===== config.mk =====
export PLATFORM = sky130hd
export DESIGN_NAME = mmio_uart_responder
export DESIGN_NICKNAME = d
export VERILOG_FILES = /design/src/rtl/mmio_uart_responder.sv
export SDC_FILE = /design/constraint.sdc
export NUM_CORES = 1
export LEC_CHECK = 0
export BUFFER_PORTS_ARGS = -buffer_cell sky130_fd_sc_hd__clkbuf_2
export CORE_AREA = 2 2 120 122
export CTS_CLUSTER_SIZE = 24
export DETAILED_ROUTE_END_ITERATION = 8
export DIE_AREA = 0 0 122 124
export PLACE_DENSITY_LB_ADDON = 0.05
export SYNTH_ARGS = -nofsm -noshare
export SYNTH_HDL_FRONTEND = slang
export SYNTH_SLANG_ARGS = --single-unit

===== constraint.sdc =====
create_clock -name clk -period 4.6 [get_ports clk]
set_input_delay 0 -clock clk [delete_from_list [all_inputs] [get_ports clk]]
set_output_delay 0 -clock clk [all_outputs]
set_load 0.05 [all_outputs]

===== src/rtl/mmio_uart_responder.sv =====
// mmio_uart_responder
//   MMIO slave for the 0x8xxx_xxxx region. It returns registered load data
//   one cycle after the request, the same latency as dmem. It also holds a
//   one-byte TX slot, keeps an RX byte FIFO, and maintains the cycle and
//   retired-instruction counters.
//
// Ports
//   clk, rst        clock, synchronous active-high reset
//   req_valid/we    CPU access strobe and store flag (EX stage)
//   req_addr/wdata  byte address and store data (TX uses wdata[7:0])
//   inst_retire     one pulse per retired instruction
//   rdata/valid     registered load response, valid for one cycle
//   tx_data/valid   outgoing byte, handshaken with tx_ready
//   rx_data/valid   incoming byte, accepted when rx_ready is high
//
// Register offsets (req_addr[7:0])
//   0x00 ctrl  (load)   bit0 = TX slot free, bit1 = RX FIFO non-empty
//   0x04 rx    (load)   FIFO head, popping it; reads 0 when the FIFO is empty
//   0x08 tx    (store)  writes the TX byte
//   0x10 cycle (load)
//   0x14 instret (load)
//   0x18 clear (store)  zeroes both counters
module mmio_uart_responder #(
  parameter int RX_FIFO_DEPTH = 8
) (
  input  logic        clk,
  input  logic        rst,
  input  logic        req_valid,
  input  logic        req_we,
  input  logic [31:0] req_addr,
  input  logic [31:0] req_wdata,
  input  logic        inst_retire,
  output logic [31:0] rdata,
  output logic        rdata_valid,
  output logic [7:0]  tx_data,
  output logic        tx_valid,
  input  logic        tx_ready,
  input  logic [7:0]  rx_data,
  input  logic        rx_valid,
  output logic        rx_ready
);

  localparam int AW = $clog2(RX_FIFO_DEPTH);
  localparam logic [AW:0] FULL_COUNT = (AW+1)'(RX_FIFO_DEPTH);

  localparam logic [7:0] OFF_CTRL    = 8'h00;
  localparam logic [7:0] OFF_RX      = 8'h04;
  localparam logic [7:0] OFF_TX      = 8'h08;
  localparam logic [7:0] OFF_CYCLE   = 8'h10;
  localparam logic [7:0] OFF_INSTRET = 8'h14;
  localparam logic [7:0] OFF_CLEAR   = 8'h18;

  // State
  logic [7:0]    fifo_mem [RX_FIFO_DEPTH];
  logic [AW-1:0] rd_ptr_reg, wr_ptr_reg;
  logic [AW:0]   count_reg;
  logic [7:0]    tx_data_reg;
  logic          tx_valid_reg;
  logic [31:0]   cycle_reg, instret_reg;
  logic [31:0]   rdata_reg;
  logic          rdata_valid_reg;

  // Decode
  logic       hit, load_hit, store_hit;
  logic [7:0] offset;
  logic       fifo_nonempty, push, pop, tx_accept, clear;
  logic [31:0] read_value;

  // Only the top nibble and the low byte of the address are decoded.
  logic unused_bits;
  assign unused_bits = ^{req_addr[27:8], req_wdata[31:8]};

  assign hit       = req_valid && (req_addr[31:28] == 4'h8);
  assign load_hit  = hit && !req_we;
  assign store_hit = hit && req_we;
  assign offset    = req_addr[7:0];

  assign fifo_nonempty = (count_reg != '0);
  assign rx_ready      = (count_reg != FULL_COUNT);
  assign push          = rx_valid && rx_ready;
  assign pop           = load_hit && (offset == OFF_RX) && fifo_nonempty;

  // The slot can be refilled on the same edge the transmitter takes the old
  // byte, so back-to-back writes keep tx_valid high without a bubble.
  assign tx_accept = store_hit && (offset == OFF_TX) && (!tx_valid_reg || tx_ready);
  assign clear     = store_hit && (offset == OFF_CLEAR);

  // Read mux sees pre-edge state, so counters read before their increment
  // and ctrl reflects state before this edge's updates.
  always_comb begin
    read_value = '0;
    case (offset)
      OFF_CTRL:    read_value = {30'b0, fifo_nonempty, !tx_valid_reg};
      OFF_RX:      read_value = fifo_nonempty ? {24'b0, fifo_mem[rd_ptr_reg]} : 32'h0;
      OFF_CYCLE:   read_value = cycle_reg;
      OFF_INSTRET: read_value = instret_reg;
      default:     read_value = '0;
    endcase
  end

  // Load response; rdata holds its last value between responses.
  always_ff @(posedge clk) begin
    if (rst) begin
      rdata_reg       <= '0;
      rdata_valid_reg <= 1'b0;
    end else begin
      rdata_valid_reg <= load_hit;
      if (load_hit) begin
        rdata_reg <= read_value;
      end
    end
  end

  // RX FIFO storage (no reset: contents are meaningless once pointers clear)
  always_ff @(posedge clk) begin
    if (push) begin
      fifo_mem[wr_ptr_reg] <= rx_data;
    end
  end

  always_ff @(posedge clk) begin
    if (rst) begin
      rd_ptr_reg <= '0;
      wr_ptr_reg <= '0;
      count_reg  <= '0;
    end else begin
      if (push) wr_ptr_reg <= wr_ptr_reg + AW'(1);
      if (pop)  rd_ptr_reg <= rd_ptr_reg + AW'(1);
      case ({push, pop})
        2'b10:   count_reg <= count_reg + (AW+1)'(1);
        2'b01:   count_reg <= count_reg - (AW+1)'(1);
        default: count_reg <= count_reg;
      endcase
    end
  end

  // TX holding register
  always_ff @(posedge clk) begin
    if (rst) begin
      tx_data_reg  <= '0;
      tx_valid_reg <= 1'b0;
    end else if (tx_accept) begin
      tx_data_reg  <= req_wdata[7:0];
      tx_valid_reg <= 1'b1;
    end else if (tx_valid_reg && tx_ready) begin
      tx_valid_reg <= 1'b0;
    end
  end

  // Counters; a clear store wins over the same-edge increment.
  always_ff @(posedge clk) begin
    if (rst || clear) begin
      cycle_reg   <= '0;
      instret_reg <= '0;
    end else begin
      cycle_reg   <= cycle_reg + 32'd1;
      instret_reg <= instret_reg + {31'b0, inst_retire};
    end
  end

  assign rdata       = rdata_reg;
  assign rdata_valid = rdata_valid_reg;
  assign tx_data     = tx_data_reg;
  assign tx_valid    = tx_valid_reg;

endmodule


==> metrics.md <==
| Metric | Value |
|---|---|
| Period utilization | roughly three fifths |
| Vias in the first global route | 6060 |
| Number of setup violations in the final report | 0 |
| Core ar. | 0.0137 mm^2 |
| Share of layout cells above drive strength 1 | 19.9% |
| CTS sink count | 183 |
| Critical path class | register to register |
| Slew @ Worst Pin | roughly 1.0 ns |
| Post-synthesis register bit count | 183 |
| CP Max Fanout | 8 |
| FF+latch area | 0.00430 mm^2 |
| Number of library cell types mapped by synthesis | 47 |
| Longest Clk Path Bufs | 2 |
| I/O pin count | 122 |
| Gr usage total | 25.4% |
| YS warnings | 0 |
| Final core utilization | 68.5% |
| Relative slew slack | around 33% |
| Slew Limit Fails | 0 |
| Max reg flops | 64 |
| Post-CTS Hold Buffers | 18 |
| Gpl congestion | 0.810 |
| Final hold viol count | 0 |
| Most frequent cells in the layout | dfxtp_1, clkbuf_2, a21oi_1, edfxtp_1, nand2_1 |
| Tmin final | 2.76 ns |
| Clock slew at reported path FFs | roughly 0.06 ns |
| Initial antenna violation count | 0 |
| Postcts setup bufs | 0 |
| Synth Instances | 782 |
| Mapped cell area | between 0.008 and 0.009 mm^2 |
| Setup_tns | 0 ns |
| WHS | 0.000769 ns |
| Initial Utilization | 59.4% |
| ANT cells | 0 |
| WL/cell | 17.7 um |
| Max_cap viols | 0 |
| Data arrival time of the worst path | about 3.1 ns |
| Worst skew pair latency | between 0.4 and 0.5 ns |
| Most common cell after layout, fill and taps aside | dfxtp_1 |
| Largest net degree at the start of global routing | 55 |
| Type of the worst min-delay path | input pin to register |
| Req. time, crit path | between 4 and 5 ns |
| Die Y-Extent | about 120 um |
| Area of the multi-input gates | 0.00356 mm^2 |
| Area growth syn-to-layout | 15.3% |
| Port Buffers | 77 |
| Grt ovf | 0 |
| Die area | 0.0151 mm^2 |
| CTS Buf Count | 17 |
| First-pass GRT wire length | 29.8 mm |
| Worst setup EP type | register |
| Syn Nets | roughly 870 |
| Detailed Place HPWL | 12.3 mm |
| Clock root buffer | clkbuf_16 |
| Fillers | 1090 |
| Mean area per synthesized cell | 10.4 um^2 |
| Drt first pass iters | 5 |
| Fin worst setup slack | 1.84 ns |
| CTS tree | yes |
| Status | complete, no violations |
| Die width | 122 um |
| Core Rows | 43 |
| Drt first-iter violations | about 380 |
| Clock skew | between 0.015 and 0.02 ns |
| Max Fclk | 362 MHz |
| DRC viols | 0 |
| Net count, final | 945 |
| Leakage | 3.16 nW |
| CTS resizes | 0 |
| Seq/Total Area, Yosys | a little over half |
| RSZ-0062 raised after global routing | no |
| Startpoint Class | register |
| Routed WL | 18.7 mm |
| Via total after detailed routing | 6348 |
| H-tree levels | 4 |
| Final ANT Viol Nets | 0 |
| VDD IR max | 0.302 mV |
| Biggest register | fifo_mem |
| Drt via density | 6.04 |
| Setup WS pre-CTS | 1.59 ns |
| Power Density | 350 mW/mm^2 |
| Power, Total | 3.29 mW |
-- cell families (layout without fill, tap and decap cells) --
logic type	after synthesis	after routing	synth area share (%)
multiplexers	59	59	10.2
flip-flops	183	183	52.8
AO/OA/AOI/OAI	143	143	10.4
XOR/XNOR	31	31	3.33
adder cells (fa/ha/maj)	8	8	1.23
buffers and inverters	71	160	3.59
AND/OR/NAND/NOR	287	287	18.4
-- final timing paths --
kind                startpoint             end  slack (ns)  cells past startpoint
setup / recovery  count_reg[0]    count_reg[2]        1.84                      9
hold / removal     inst_retire  instret_reg[0]      0.0008                      4
setup reg to reg  count_reg[0]    count_reg[2]        1.84                      9
hold reg to reg      rdata[16]       rdata[16]        0.45                      2
-- metrics by stage --
stage                     cells  area, um^2
after CTS                  1051        9400
after floorplan             782        8150
after global placement     1001        8640
after global routing       1051        9400
after detailed placement   1001        8640
final                      1051        9400
-- power breakdown --
group / switching [mW] / internal, mW / leakage [nW]
sequential: 0.0154 / 1.69 / 1.54
clock: 0.614 / 0.821 / 0.272
combinational: 0.0835 / 0.0578 / 1.35
total: 0.713 / 2.57 / 3.16
-- synthesized netlist by cell type, drive strengths merged --
cell / count / share of area [%]
a211oi: 2 / 0.18
nor2b: 2 / 0.15
nand2: 62 / 2.9
a21o: 2 / 0.18
o21ai: 31 / 2.0
and3: 7 / 0.54
nor4b: 2 / 0.21
buf: 12 / 0.88
o211ai: 18 / 1.7
nand4: 17 / 1.4
a221oi: 6 / 0.64
mux2: 31 / 4.3
and4: 9 / 0.97
mux4: 16 / 4.4
a21oi: 67 / 4.1
dfxtp: 119 / 29
nor4: 11 / 0.92
nor2: 49 / 2.3
nor3: 24 / 1.5
o31ai: 15 / 1.4
clkbuf: 37 / 1.7
or2: 1 / 0.077
nand2b: 4 / 0.31
nor4bb: 1 / 0.12
xnor2: 15 / 1.6
nand3: 58 / 3.6
or4: 20 / 1.9
o31a: 1 / 0.11
or4b: 2 / 0.25
or3b: 1 / 0.11
or3: 13 / 1.0
o32ai: 1 / 0.11
mux2i: 12 / 1.5
xor2: 16 / 1.7
nand3b: 1 / 0.092
inv: 22 / 1.0
edfxtp: 64 / 24
and2: 3 / 0.23
ha: 8 / 1.2
-- cell type report --
type | count | area share, %
Clock buffer | 22 | 4.83
Clock inverter | 10 | 1.30
Inverter | 22 | 0.878
Multi-Input combinational cell | 528 | 37.9
Sequential cell | 183 | 45.8
Tap cell | 180 | 2.40
Timing Repair Buffer | 106 | 6.89
-- critical path, cell delays in order, from the launching register on --
cell and delay [ns]:
dfxtp_1 0.35, or4b_2 0.75, nand2_1 0.29, ha_1 0.32, xor2_1 0.17, ha_1 0.16, a21oi_1 0.05, xor2_1 0.16
or3_1 0.31, a21oi_1 0.13
-- routing by layer --
layer | routed length (um) | track usage (%) | up-vias | part of all wire [%]
met4 | 335 | 8.84 | 0 | 1.8
met2 | 9770 | 45.7 | 145 | 52
li1 | - | - | 3057 | -
met5 | 0 | 0 | - | 0
met3 | 682 | 4.95 | 23 | 3.7
met1 | 7870 | 30.5 | 3123 | 42
No activity file was read; power rests on OpenSTA's default activity.
